### src/rtl/serial_add_ctrl.sv
// Bit-serial adder controller: one full-adder slice stepped LSB-first over WIDTH bits.
// Optional subtract mode (sub port) when SERIAL_ADD_CTRL_SUB_EN is defined.
`timescale 1ns/1ps
module serial_add_ctrl #(
  parameter int unsigned WIDTH = 8
) (
  input  logic             clk,
  input  logic             rst_n,
  input  logic             start,
`ifdef SERIAL_ADD_CTRL_SUB_EN
  input  logic             sub,
`endif
  input  logic [WIDTH-1:0] a,
  input  logic [WIDTH-1:0] b,
  output logic             busy,
  output logic             done,
  output logic [WIDTH-1:0] sum,
  output logic             cout
);

  localparam int unsigned CW = (WIDTH > 1) ? $clog2(WIDTH) : 1;
  localparam logic [CW-1:0] LAST = CW'(WIDTH - 1);

  typedef enum logic [1:0] {IDLE, RUN, DONE} state_t;

  state_t           state, state_n;
  logic [WIDTH-1:0] sa, sa_n, sb, sb_n, res, res_n, sum_n;
  logic [CW-1:0]    cnt, cnt_n;
  logic             carry, carry_n, cout_n, busy_n, done_n;
  logic             s_bit, c_bit;
  logic [WIDTH-1:0] res_shift;

  always_ff @(posedge clk or negedge rst_n) begin
    if (!rst_n) begin
      state <= IDLE;
      sa    <= '0;
      sb    <= '0;
      res   <= '0;
      cnt   <= '0;
      carry <= 1'b0;
      sum   <= '0;
      cout  <= 1'b0;
      busy  <= 1'b0;
      done  <= 1'b0;
    end else begin
      state <= state_n;
      sa    <= sa_n;
      sb    <= sb_n;
      res   <= res_n;
      cnt   <= cnt_n;
      carry <= carry_n;
      sum   <= sum_n;
      cout  <= cout_n;
      busy  <= busy_n;
      done  <= done_n;
    end
  end

  // Next-state, datapath step and flag decode; busy/done are registered from next state.
  always_comb begin
    state_n   = state;
    sa_n      = sa;
    sb_n      = sb;
    res_n     = res;
    cnt_n     = cnt;
    carry_n   = carry;
    sum_n     = sum;
    cout_n    = cout;
    s_bit     = sa[0] ^ sb[0] ^ carry;
    c_bit     = (sa[0] & sb[0]) | (carry & (sa[0] ^ sb[0]));
    res_shift = (res >> 1) | (WIDTH'(s_bit) << (WIDTH - 1));

    case (state)
      IDLE: begin
        if (start) begin
          sa_n  = a;
`ifdef SERIAL_ADD_CTRL_SUB_EN
          sb_n    = sub ? ~b : b;
          carry_n = sub;
`else
          sb_n    = b;
          carry_n = 1'b0;
`endif
          res_n   = '0;
          cnt_n   = '0;
          state_n = RUN;
        end
      end
      RUN: begin
        sa_n    = sa >> 1;
        sb_n    = sb >> 1;
        res_n   = res_shift;
        carry_n = c_bit;
        cnt_n   = cnt + CW'(1);
        if (cnt == LAST) begin
          sum_n   = res_shift;
          cout_n  = c_bit;
          state_n = DONE;
        end
      end
      DONE:    state_n = IDLE;
      default: state_n = IDLE;
    endcase

    busy_n = (state_n == RUN);
    done_n = (state_n == DONE);
  end

endmodule

### config.mk
export PLATFORM = sky130hd
export DESIGN_NAME = serial_add_ctrl
export DESIGN_NICKNAME = d
export VERILOG_FILES = /design/src/rtl/serial_add_ctrl.sv
export SDC_FILE = /design/constraint.sdc
export NUM_CORES = 1
export LEC_CHECK = 0
export CORE_MARGIN = 2
export CORE_UTILIZATION = 30
export CTS_BUF_LIST = sky130_fd_sc_hd__clkbuf_4
export CTS_CLUSTER_DIAMETER = 80
export CTS_CLUSTER_SIZE = 16
export DETAILED_ROUTE_END_ITERATION = 7
export PLACE_DENSITY = 0.6
export SETUP_SLACK_MARGIN = 0.4
export SKIP_LAST_GASP = 1
export SYNTH_ARGS = -nofsm -noshare
export SYNTH_HDL_FRONTEND = slang
export SYNTH_SLANG_ARGS = --single-unit
### constraint.sdc
create_clock -name clk -period 1.4 [get_ports clk]
set_input_delay 0.14 -clock clk [delete_from_list [all_inputs] [get_ports clk]]
set_output_delay 0.14 -clock clk [all_outputs]
set_load 0.1 [all_outputs]
==> flow_metrics.tcl, run 1 <==
set metrics [dict create \
    slew_viol_final 0 \
    htree_levels 2 \
    cts_num_sinks 40 \
    die_area_um2 6492 \
    slowest_stage "dfrtp_1" \
    stdcell_count 284 \
    critPathLaunchType "register" \
    synthCells 146 \
    syn_nets 168 \
    hold_viol_final 0 \
    yosysUniqueCellTypes 24 \
    rows 27 \
    met3_usage_pct 4.157 \
    clock_skew_ns 0.009197 \
    place.gp.congestion 0.7688 \
    num_antenna_cells 0 \
    cts-buffers-inserted 5 \
    nets 233 \
    slew_headroom_pct 72.90 \
    cts_root_buf "clkbuf_4" \
    worst_slack_ns 0.05229 \
    die_w_um 80.58 \
    start_util_pct 31.56 \
    powerDensity_nw_per_um2 2438 \
    first_iter_violations 62 \
    ys_seq_elements 40 \
    rsz0062_at_grt "true" \
    area_growth_pct 72.90 \
    clock_latency_ns 0.36 \
    drc 0 \
    setup_viol 0 \
    ant_nets 0 \
    outcome "complete, no violations" \
    worst_slew_pin_slew_ns 0.4065 \
    path_cells "ha_2 -> ha_4 -> nand3b_4 -> mux2_4" \
    numPortBuffers 29 \
    min_period_over_period_pct 96.27 \
    pre_cts_slack_ns -0.02557 \
    grt_use_total_pct 16.13 \
    syn_area_um2 1759 \
    grt_pass1_vias 1527 \
    required_ns 1.66 \
    power.total_mw 7.415 \
    ir_drop_mv 1.126 \
    fin_crit_ns 1.348 \
    post-dp-hpwl_um 2688 \
    coreArea_um2 5574 \
    placed_area_um2 2377 \
    avgSynthCellArea_um2 12.05 \
    setup.worst_path.class "reg2reg" \
    global_route.usage.met1_pct 19.05 \
    grt_pass1_wl_um 7838 \
    end_kind "register" \
    final_util_pct 54.57 \
    drv_cap 0 \
    ys_seq_area_share_pct 56.90 \
    grt_busiest_layer "met2" \
    leakagePower_nw 1.318 \
    critical_path_arrival_ns 1.60 \
    routed_wl_um 4754 \
    grt.met2_usage_pct 28.33 \
    slowest_delay_ns 0.42 \
    viasPerCell 5.077 \
    grt-ovfl-total 0 \
    vias 1442 \
    crit_fanout 5 \
    first_pass_iters 4 \
    fmax_mhz 742.0 \
    path_clk_slew_ns 0.13 \
    antenna_found_initial 0 \
    avgRoutedWirePerCell_um 16.74 \
    fin_area_um2 3042 \
    die_y_um 80.58 \
    dp_cells 244 \
    io_pins 30 \
    cts_tree "done" \
    grt_max_degree 24 \
    drive_gt1_share_pct 56.13 \
    hp-class "in2async" \
    yosysWarnings 0 \
    clockBufferDepth 2 \
]
## placed cells by master, fill, tap and decap left out, types with 2 or more instances in the layout
cell type        Yosys  layout
a22o_1               8       8
buf_12               0      18
buf_16               0       2
buf_4                1      17
buf_6                5       9
buf_8                0       2
clkbuf_4             0       5
clkdlybuf4s50_1      0      16
dfrtp_1             40      31
dfrtp_2              0       9
inv_1                7       2
inv_2                0       5
mux2_4               4       7
nand2_1              7       4
nand2_2              0       3
nand2b_4             1       3
nand3b_4             1       2
nor2_1              17      16
o21ai_1              3       5
o21ai_2              0       3
o22ai_1             14       8
o22ai_2              0       6
o32ai_2              1      10
o32ai_4              0       4
## metrics by stage
stage	hold WS [ns]	TNS, ns
2_1_floorplan	-0.1556	0
3_3_place_gp	0.09865	0
3_5_place_dp	0.09354	-0.1263
4_1_cts	0.2319	0
5_1_grt	0.2307	0
6_report	0.2236	0
## cells by family after synthesis
kind of cell / Yosys count / share of synthesized area [%]
simple gates: 30 / 8.464
fa+ha+maj: 3 / 2.560
buf+inv: 19 / 6.828
flops: 40 / 56.90
mux: 8 / 5.903
compound gates: 46 / 19.35
## where the power goes
part	switching, mW	leakage (nW)	internal [mW]	total (mW)
Clock	0.423	0.0418	0.381	0.804
Sequential	0.524	0.482	1.68	2.21
Combinational	2.18	0.794	2.22	4.40
## metal layers
layer | part of all wire (%) | wire (um)
met3 | 5.0 | 240
met4 | 1.8 | 86
met1 | 42 | 2009
met2 | 51 | 2418
met5 | 0 | 0
## worst paths after layout
| kind | start | endpoint | slack [ns] | depth (start not counted) |
|---|---|---|---|---|
| worst max-delay path | cnt[0] | sum[0] | 0.05 | 4 |
| worst max register to register | cnt[0] | sum[0] | 0.05 | 4 |
| worst min-delay path | rst_n | sum[6] | 0.22 | 2 |
| worst min register to register | carry | carry | 0.52 | 2 |
| min in group clk | start | state[0] | 0.25 | 3 |
| max in group asynchronous | rst_n | state[0] | 0.71 | 3 |
## area by class of cell
cell class / instances / area, um^2
sequential: 40 / 1012
multi-input combinational: 89 / 942.2
tap: 72 / 90.09
clock buffer: 5 / 37.54
inverter: 7 / 26.28
clock inverter: 3 / 46.29
fill: 457 / 2532
timing repair buffer: 68 / 887.1
## flip-flops by register name, summed over array words and instances, names as in the netlist
name   flops
sum        8
res        7
done       1
state      2
cout       1
sb         8
busy       1
sa         8
carry      1
cnt        3
## synth_stat cells
cell type / number / area share (%)
o32ai_2: 1 / 0.92
nor2b_1: 2 / 0.71
o21ai_0: 6 / 1.7
dfrtp_1: 40 / 57
buf_2: 6 / 1.7
o32ai_1: 13 / 6.5
ha_1: 2 / 1.4
o22ai_1: 14 / 5.0
a22o_1: 8 / 4.0
buf_4: 1 / 0.43
nor2_1: 17 / 3.6
nand2b_4: 1 / 0.78
inv_1: 7 / 1.5
buf_6: 5 / 3.2
mux2_4: 4 / 3.4
nand2_1: 7 / 1.5
nand3b_4: 1 / 1.1
o21bai_1: 1 / 0.43
mux2i_1: 1 / 0.57
o21ai_1: 3 / 0.85
mux2_2: 3 / 1.9
or2_1: 1 / 0.36
nand2b_1: 1 / 0.36
fa_1: 1 / 1.1
## critical path: cells and delay by family (launching register included)
| kind | cells | cell delay, ns |
|---|---|---|
| flip-flops | 1 | 0.42 |
| multiplexers | 1 | 0.31 |
| AND/OR/NAND/NOR | 1 | 0.13 |
| adder cells (fa/ha/maj) | 2 | 0.38 |
## repair_timing
| action | in CTS | in global routing |
|---|---|---|
| gates resized for setup | 51 | 21 |
| endpoints found under the hold margin | 17 | 0 |
| hold buffers | 1 | 0 |
| setup buffers | 19 | 5 |
| endpoints found under the setup margin | 51 | 51 |
| cloned | 6 | 1 |
| pin swaps | 18 | 12 |
No activity file was read; power rests on OpenSTA's default activity.
==> run 2: changes to the inputs <==
--- a/config.mk
+++ b/config.mk
@@ -5,12 +5,13 @@
 export SDC_FILE = /design/constraint.sdc
 export NUM_CORES = 1
 export LEC_CHECK = 0
-export CORE_MARGIN = 2
+export CAP_MARGIN = 20
 export CORE_UTILIZATION = 30
 export CTS_BUF_LIST = sky130_fd_sc_hd__clkbuf_4
 export CTS_CLUSTER_DIAMETER = 80
 export CTS_CLUSTER_SIZE = 16
 export DETAILED_ROUTE_END_ITERATION = 7
+export GPL_TIMING_DRIVEN = 0
 export PLACE_DENSITY = 0.6
 export SETUP_SLACK_MARGIN = 0.4
 export SKIP_LAST_GASP = 1
==> run 2 against run 1 <==
The flow now finishes with violations (negative hold slack). Wire length is 16% lower. Critical path depth increased by 1. Critical path type unchanged. Clock-buffer cell count increased by 1. Cell count down 1.1%. Worst hold slack got worse by 0.31 ns. Worst setup slack worse by 0.043 ns.
==> flow_metrics.tcl, run 2 (synthesis gave the netlist of run 1 again) <==
set metrics [dict create \
    outcome "complete, but fails checks" \
    violations "negative hold slack" \
    antenna_found_initial 0 \
    cts_num_sinks 40 \
    avgRoutedWirePerCell_um 14.28 \
    fmax_mhz 719.1 \
    reg_top3 "sa: 8 flops, sb: 8 flops, sum: 8 flops" \
    placed_area_um2 2278 \
    ant_nets 0 \
    grt_pass1_vias 1409 \
    clock_skew_ns 0.01085 \
    die_area_um2 6174 \
    fin_crit_ns 1.391 \
    vias 1359 \
    grt_use_total_pct 13.94 \
    rsz0062_at_grt "true" \
    powerDensity_nw_per_um2 2343 \
    clockBufferDepth 2 \
    slew_headroom_pct 39.62 \
    finalSetupTns_ns 0 \
    die_w_um 78.58 \
    viasPerCell 4.836 \
    rows 27 \
    htree_levels 2 \
    slew_viol_final 0 \
    drv_cap 0 \
    min_period_over_period_pct 99.34 \
    grt-ovfl-total 0 \
    nets 230 \
    io_pins 30 \
    end_kind "register" \
    hold_ws_ns -0.08904 \
    nFillCells 490 \
    power.total_mw 6.574 \
    routed_wl_um 4012 \
    start_util_pct 31.56 \
    required_ns 1.63 \
    leakagePower_nw 1.216 \
    grt_pass1_wl_um 6658 \
    setup_viol 0 \
    hp-class "in2async" \
    worst_slew_pin_slew_ns 0.9058 \
    coreArea_um2 5574 \
    critPathLaunchType "register" \
    critical_path_arrival_ns 1.62 \
    cts-buffers-inserted 5 \
    clock_latency_ns 0.34 \
    drive_gt1_share_pct 47.37 \
    final_util_pct 50.35 \
    setup.worst_path.class "reg2reg" \
    drc 0 \
    num_antenna_cells 0 \
    ir_drop_mv 1.101 \
    cts_tree "done" \
    grt_max_degree 41 \
    cts_root_buf "clkbuf_4" \
    first_pass_iters 4 \
    area_growth_pct 59.53 \
    layout_common_cells "32 x dfrtp_1, 20 x buf_4, 17 x clkdlybuf4s50_1" \
    fin_area_um2 2806 \
    numPortBuffers 29 \
    place.gp.congestion 0.7438 \
    final_common_cell "dfrtp_1" \
    path_clk_slew_ns 0.12 \
    first_iter_violations 51 \
    post-dp-hpwl_um 2551 \
    crit_fanout 6 \
    hold_viol_final 40 \
    die_y_um 78.58 \
]
run 2: layer usage:
metal  track usage, %  vias up  wire, um
met5                0        -         0
met4            3.333        0        18
met3            3.837        2       177
met2            22.96       29      1974
met1            18.05      670      1841
li1                 -      658         -
run 2: report_power, final:
part | switching [mW] | internal [mW] | leakage, nW
sequential | 0.477 | 1.68 | 0.483
combinational | 2.00 | 1.85 | 0.702
clock | 0.357 | 0.206 | 0.0307
run 2: timing repair:
item / 4_1_cts / 5_1_grt
gates resized for setup: 112 / 31
endpoints found under the hold margin: 40 / 40
cloned: 2 / 0
setup endpoints to repair: 51 / 51
setup buffers: 19 / 5
pin swaps: 7 / 6
run 2: stage by stage:
stage	hold slack (ns)	worst slack (ns)	instances
6_report	-0.08904	0.009290	281
5_1_grt	-0.04740	-0.02688	281
4_1_cts	-0.05885	0.007820	276
3_5_place_dp	0.3263	-0.2169	247
3_3_place_gp	0.4766	-0.9288	247
2_1_floorplan	-0.1556	0.04846	146
run 2: layout make-up:
| class | instances | area (um^2) | share of cell area (%) |
|---|---|---|---|
| flip-flops and latches | 40 | 1011 | 36.02 |
| clock buffers | 6 | 45.04 | 1.605 |
| plain buffers | 12 | 161.4 | 5.751 |
| clock inverters | 2 | 7.507 | 0.2675 |
| well taps | 72 | 90.09 | 3.210 |
| multi-input cells | 87 | 857.1 | 30.54 |
| repair buffers | 55 | 608.1 | 21.67 |
| inverters | 7 | 26.28 | 0.9362 |
run 2: final timing paths:
path	start	end	slack [ns]	depth (start not counted)
worst max-delay path	cnt[0]	sum[4]	0.009	5
worst min-delay path	rst_n	sum[1]	-0.09	1
worst max register to register	cnt[0]	sum[4]	0.009	5
worst min register to register	sa[7]	sa[7]	0.52	2
max in group asynchronous	rst_n	cout	0.86	1
min in group clk	a[7]	sa[7]	0.37	3
run 2: critical path: stages (launching register included):
cell and delay [ns]:
dfrtp_1 0.40, ha_2 0.20, ha_4 0.17, nand3b_4 0.09, buf_8 0.13, mux2_4 0.30
